File: src/rtl/can_tx_pkg.sv
// can_tx_pkg: shared Tx frame word layout and fetch FSM encoding
package can_tx_pkg;
  typedef enum logic [2:0] {
    IDLE    = 3'd0,
    POP     = 3'd1,
    WAIT    = 3'd2,
    PRESENT = 3'd3,
    ACTIVE  = 3'd4
  } tx_state_t;
  localparam int ID_STD_MSB    = 127;
  localparam int ID_STD_LSB    = 117;
  localparam int SRR_BIT       = 116;
  localparam int IDE_BIT       = 115;
  localparam int ID_EXT_MSB    = 114;
  localparam int ID_EXT_LSB    = 97;
  localparam int RTR_BIT       = 96;
  localparam int DLC_MSB       = 95;
  localparam int DLC_LSB       = 92;
  localparam int DATA_MSB      = 63;
  localparam int DATA_LSB      = 0;
  localparam int MAX_CAN_BYTES = 8;
endpackage

File: src/rtl/can_frame_unpack.sv
// can_frame_unpack: splits a 128-bit Tx FIFO word into CAN header/data fields
//   i_word      stored frame word
//   o_id_std .. o_data  raw fields at their fixed bit positions
//   o_nbytes    payload bytes: 0 for remote frames, else DLC clamped to 8
module can_frame_unpack
  import can_tx_pkg::*;
(
  input  logic [127:0] i_word,
  output logic [10:0]  o_id_std,
  output logic         o_srr,
  output logic         o_ide,
  output logic [17:0]  o_id_ext,
  output logic         o_rtr,
  output logic [3:0]   o_dlc,
  output logic [63:0]  o_data,
  output logic [3:0]   o_nbytes
);
  logic w_unused_rsvd;
  assign o_id_std = i_word[ID_STD_MSB:ID_STD_LSB];
  assign o_srr    = i_word[SRR_BIT];
  assign o_ide    = i_word[IDE_BIT];
  assign o_id_ext = i_word[ID_EXT_MSB:ID_EXT_LSB];
  assign o_rtr    = i_word[RTR_BIT];
  assign o_dlc    = i_word[DLC_MSB:DLC_LSB];
  assign o_data   = i_word[DATA_MSB:DATA_LSB];
  // DLC 9..15 still means 8 bytes on the wire
  assign o_nbytes = o_rtr ? 4'd0 : (o_dlc > 4'(MAX_CAN_BYTES)) ? 4'(MAX_CAN_BYTES) : o_dlc;
  assign w_unused_rsvd = ^i_word[DLC_LSB-1:DATA_MSB+1];
endmodule

File: src/rtl/tx_frame_fetch.sv
// tx_frame_fetch: pops one Tx FIFO frame at a time and presents it to the BSP with retry
//   sys_clk/IP2Can_reset  clock, async active-high reset
//   count1/load_data1     FIFO occupancy and write strobe (a write blocks a pop)
//   txfifo_op/deload_data1 FIFO read data (valid the cycle after a pop) and pop request
//   frame_valid/frame_ready handshake to the BSP; tx_* hold the unpacked frame
//   bsp_tx_done/bsp_tx_retry BSP outcome pulses, honoured only while ACTIVE
//   tx_busy (not IDLE), tx_drop (frame discarded after retries exhausted)
module tx_frame_fetch
  import can_tx_pkg::*;
#(
  parameter int MAX_RETRY = 8,
  parameter int RCW       = 4
)(
  input  logic         sys_clk,
  input  logic         IP2Can_reset,
  input  logic [5:0]   count1,
  input  logic         load_data1,
  input  logic [127:0] txfifo_op,
  output logic         deload_data1,
  output logic         frame_valid,
  input  logic         frame_ready,
  input  logic         bsp_tx_done,
  input  logic         bsp_tx_retry,
  output logic [10:0]  tx_id_std,
  output logic         tx_srr,
  output logic         tx_ide,
  output logic [17:0]  tx_id_ext,
  output logic         tx_rtr,
  output logic [3:0]   tx_dlc,
  output logic [63:0]  tx_data,
  output logic [3:0]   tx_nbytes,
  output logic         tx_busy,
  output logic         tx_drop
);
  localparam logic [RCW-1:0] RETRY_LIM = RCW'(MAX_RETRY);
  tx_state_t      r_state;
  logic [RCW-1:0] r_retry;
  logic           r_deload, r_valid, r_busy, r_drop;
  logic [10:0]    r_id_std;
  logic           r_srr, r_ide, r_rtr;
  logic [17:0]    r_id_ext;
  logic [3:0]     r_dlc, r_nbytes;
  logic [63:0]    r_data;
  logic [10:0]    w_id_std;
  logic           w_srr, w_ide, w_rtr;
  logic [17:0]    w_id_ext;
  logic [3:0]     w_dlc, w_nbytes;
  logic [63:0]    w_data;
  logic           w_retry_ok;
  logic [RCW-1:0] w_retry_inc;
  can_frame_unpack u_unpack (
    .i_word   (txfifo_op),
    .o_id_std (w_id_std),
    .o_srr    (w_srr),
    .o_ide    (w_ide),
    .o_id_ext (w_id_ext),
    .o_rtr    (w_rtr),
    .o_dlc    (w_dlc),
    .o_data   (w_data),
    .o_nbytes (w_nbytes)
  );
  assign w_retry_ok  = (MAX_RETRY == 0) || (r_retry < RETRY_LIM);
  // saturating increment so unlimited retry never wraps the counter
  assign w_retry_inc = r_retry + RCW'(r_retry != '1);
  always_ff @(posedge sys_clk or posedge IP2Can_reset) begin
    if (IP2Can_reset) begin
      r_state  <= IDLE;
      r_retry  <= '0;
      r_deload <= 1'b0;
      r_valid  <= 1'b0;
      r_busy   <= 1'b0;
      r_drop   <= 1'b0;
      r_id_std <= '0;
      r_srr    <= 1'b0;
      r_ide    <= 1'b0;
      r_id_ext <= '0;
      r_rtr    <= 1'b0;
      r_dlc    <= '0;
      r_data   <= '0;
      r_nbytes <= '0;
    end else begin
      r_drop <= 1'b0;
      case (r_state)
        IDLE:
          if (count1 != '0) begin
            r_state  <= POP;
            r_deload <= 1'b1;
            r_busy   <= 1'b1;
          end
        // a concurrent FIFO write swallows the pop, so keep asking
        POP:
          if (!load_data1) begin
            r_state  <= WAIT;
            r_deload <= 1'b0;
          end
        WAIT: begin
          r_id_std <= w_id_std;
          r_srr    <= w_srr;
          r_ide    <= w_ide;
          r_id_ext <= w_id_ext;
          r_rtr    <= w_rtr;
          r_dlc    <= w_dlc;
          r_data   <= w_data;
          r_nbytes <= w_nbytes;
          r_retry  <= '0;
          r_state  <= PRESENT;
          r_valid  <= 1'b1;
        end
        PRESENT:
          if (frame_ready) begin
            r_state <= ACTIVE;
            r_valid <= 1'b0;
          end
        // done outranks a simultaneous retry
        ACTIVE:
          if (bsp_tx_done) begin
            r_state <= IDLE;
            r_busy  <= 1'b0;
          end else if (bsp_tx_retry) begin
            if (w_retry_ok) begin
              r_retry <= w_retry_inc;
              r_state <= PRESENT;
              r_valid <= 1'b1;
            end else begin
              r_drop  <= 1'b1;
              r_state <= IDLE;
              r_busy  <= 1'b0;
            end
          end
        default: begin
          r_state  <= IDLE;
          r_deload <= 1'b0;
          r_valid  <= 1'b0;
          r_busy   <= 1'b0;
        end
      endcase
    end
  end
  assign deload_data1 = r_deload;
  assign frame_valid  = r_valid;
  assign tx_busy      = r_busy;
  assign tx_drop      = r_drop;
  assign tx_id_std    = r_id_std;
  assign tx_srr       = r_srr;
  assign tx_ide       = r_ide;
  assign tx_id_ext    = r_id_ext;
  assign tx_rtr       = r_rtr;
  assign tx_dlc       = r_dlc;
  assign tx_data      = r_data;
  assign tx_nbytes    = r_nbytes;
endmodule

File: config.mk
export PLATFORM = sky130hd
export DESIGN_NAME = tx_frame_fetch
export DESIGN_NICKNAME = d
export VERILOG_FILES = /design/src/rtl/can_tx_pkg.sv /design/src/rtl/can_frame_unpack.sv /design/src/rtl/tx_frame_fetch.sv
export SDC_FILE = /design/constraint.sdc
export NUM_CORES = 1
export LEC_CHECK = 0
export ABC_AREA = 0
export CAP_MARGIN = 20
export CORE_ASPECT_RATIO = 1.2
export CORE_MARGIN = 1.5
export CORE_UTILIZATION = 42
export DETAILED_ROUTE_END_ITERATION = 6
export PLACE_DENSITY = 0.94
export SYNTH_ARGS = -nofsm -noshare
export SYNTH_HDL_FRONTEND = slang
export SYNTH_HIERARCHICAL = 1
export SYNTH_SLANG_ARGS = --single-unit
File: constraint.sdc
create_clock -name sys_clk -period 5.4 [get_ports sys_clk]
set_input_delay 1.08 -clock sys_clk [delete_from_list [all_inputs] [get_ports sys_clk]]
set_output_delay 1.08 -clock sys_clk [all_outputs]
set_load 0.005 [all_outputs]
==> results by group <==
Outcome
  • Status: complete, no violations

STA
  • Unrepaired setup endpoints after global routing: no
  • Final Skew: 0.00734 ns
  • Final Hold Slack: a little under 0.5 ns
  • Tcrit/Tclk final: 0.457
  • Post-layout min period: 2.47 ns
  • Slew Limit Fails: 0
  • Relative slew slack: 0.428
  • Setup TNS: 0 ns
  • Worst-Margin Slew: approximately 0.86 ns
  • # setup viols final: 0
  • Fmax achieved: 0.405 GHz
  • Hold Vio Cnt, Final: 0

Place
  • Hpwl dp: 8310 µm
  • Port bufs: 219
  • Routability cong.: around 0.78

Synth
  • Yosys Warn Count: 6
  • Post-synthesis cell area: 0.00532 mm²
  • Top cell type's share of synthesized area: 0.541
  • Seq/Total Area, Yosys: 0.541
  • Syn nets: 536
  • Unique cell type count in the Yosys netlist: 37
  • Top cell type by total area after synthesis: dfrtp_1
  • Synth area leaders: dfrtp_1 54%, mux2_2 21%, buf_4 15%
  • Cells after synthesis: a little under 400
  • Post-synthesis register bit count: 115
  • Mean Syn Cell Area: 13.5 µm²

Setup path
  • Cell repeated most along the worst path: buf_12
  • CP endpoint kind: flop
  • WS Path Type: reg -> reg
  • CP arrival: 2.74 ns
  • Worst-path cell chain: nor2b_2, nor2b_4, buf_12, buf_12, mux2_2
  • CP peak stage delay: 0.62 ns
  • Critical Path Source Type: flop
  • Critical path fanouts, max: 61
  • Critical path's slowest cell: dfrtp_1
  • CP required: ~5.7 ns

Final layout
  • # diodes: 0
  • Multi-input gate area: 0.00154 mm²
  • Commonest non-fill, non-tap cell in the layout: clkdlybuf4s50_1
  • Commonest cells after routing, fill and taps aside: 219 x clkdlybuf4s50_1, 115 x dfrtp_1, 97 x mux2_2, 17 x clkbuf_16
  • Register Area: 0.00288 mm²
  • Post-layout util: 0.611
  • Nets: approximately 660
  • Area delta synth->final: 40.4%
  • Layout fillers: 951
  • Share of post-route cells with drive strength above 1: 0.255

Global route
  • Vias in the first global route: between 3000 and 4000
  • Global-route wire length before repair: 18200 µm
  • Largest net degree at the start of global routing: approximately 70
  • Antenna violations before repair: 0
  • GRT Util Overall: 0.175
  • Global route overflow: 0

Power and ir drop
  • Switching share of power: 0.274
  • Static Leak: 3.06 nW
  • Clk pwr share: 0.239
  • Reg power frac: 0.343
  • Pwr dens: 606 mW/mm²
  • Int Pwr: 3.28 mW
  • Psw: 1.24 mW
  • Pwr Total: ~4.5 mW
  • Logic pwr share: 0.418
  • VDD IR max: 0.340 mV

Drt
  • DRC viols: 0
  • Vias: 3330
  • Vias per cell: between 4 and 5
  • WL per Instance: between 15 and 20 µm
  • Antenna viol nets, final: 0
  • Initial DRC Count: 89
  • First-pass DRT Iterations: 4
  • Final wirelength: 11300 µm

Floorplanning
  • FP Rows: between 40 and 50
  • Initial Util: 0.435
  • Die Height: 126 µm
  • Die width: between 100 and 150 µm
  • Top-level port count: 248
  • Core area: approximately 0.012 mm²
  • Die area: 0.0134 mm²

Job
  • Max-Cap Viols: 0

Min path
  • HP Class: reg -> reg

Clock tree
  • Cts hold-fix bufs: 0
  • Reg clk slew, reported paths: 0.06 ns
  • Clk Latency, worst-skew pair: roughly 0.40 ns
  • CTS tree: built
  • CTS Root Cell: clkbuf_16
  • # resized after CTS: 0
  • Clk sinks: about 120
  • H-tree depth: 4
  • Setup Fix Bufs, Post-CTS: 0
  • CTS Buffer Depth: 2
  • CTS buffer count: 17
==> cells by family (layout without fill, tap and decap cells) <==
kind of cell	Yosys count	in the layout	synth area share
compound gates	22	22	0.0285
simple gates	27	27	0.0329
buf+inv	123	262	0.171
mux	105	105	0.222
fa+ha+maj	2	2	0.00470
flops	115	115	0.541
==> cell usage after synthesis, drive strengths merged <==
cell    number
o41ai        1
dfrtp      115
o21bai       2
o21ai        5
a21oi        2
buf        114
and3         1
o211ai       1
ha           2
inv          8
nand2        6
a31oi        1
nand4        1
or3b         2
or2          1
or3          1
nor4         1
a311oi       1
nor2         4
nor2b        3
nand4b       1
o22ai        1
nor3b        3
clkbuf       1
mux2i        1
o31ai        5
mux2       104
nor3         2
a221oi       1
o32ai        2
nor4b        1
==> critical path: cells and delay by family, from the launching register on <==
family                 cells  cell delay, ns
muxes                      1            0.39
and+or+nand+nor            2            0.68
DFF                        1            0.62
buffers and inverters      2            0.58
==> stage by stage <==
stage	worst slack [ns]	cells	cell area, µm²
after floorplan	1.28	394	5320
after global placement	2.59	661	6870
after detailed placement	2.54	662	6890
after CTS	2.94	694	7470
after global routing	2.78	694	7470
final	2.93	694	7470
==> flip-flops by register name, indices dropped and copies added, names as in the netlist, 3 cells and up <==
name       flops
tx_nbytes      4
tx_id_ext     18
r_state        3
tx_dlc         4
tx_data       64
tx_id_std     11
r_retry        4
==> final cells by class <==
type,count,area share
clock inverters,13,0.0181
well taps,161,0.0270
repair buffers,222,0.300
flip-flops and latches,115,0.385
clock buffers,19,0.0593
multi-input cells,156,0.206
inverters,8,0.00436
==> power groups by stage <==
stage / clock (mW) / sequential, mW / combinational, mW
floorplan: 0 / 1.55 / 0.927
global placement: 0 / 1.53 / 1.83
detailed placement: 0 / 1.57 / 1.91
CTS: 1.11 / 1.56 / 1.92
global route: 1.15 / 1.61 / 2.02
finish: 1.08 / 1.55 / 1.89
==> routing by layer <==
layer  part of all wire  vias to the layer above  global-route usage
met1               0.37                     1652               0.186
met3              0.060                       22              0.0493
met2               0.55                      148               0.320
met4              0.023                        0              0.0803
li1                   -                     1508                   -
met5                  0                        -                   0
==> path summary, 6_finish.rpt <==
path                            slack, ns  depth (start not counted)          end    startpoint
worst max-delay path                 2.93                          5  tx_data[46]    r_state[1]
worst min-delay path                 0.49                          1   tx_data[1]    tx_data[1]
worst max register to register       2.93                          5  tx_data[46]    r_state[1]
worst min register to register       0.49                          1   tx_data[1]    tx_data[1]
max in group asynchronous            3.06                          3   tx_data[5]  IP2Can_reset
min in group asynchronous            1.21                          2  tx_data[28]  IP2Can_reset
No activity file was read; power rests on OpenSTA's default activity.
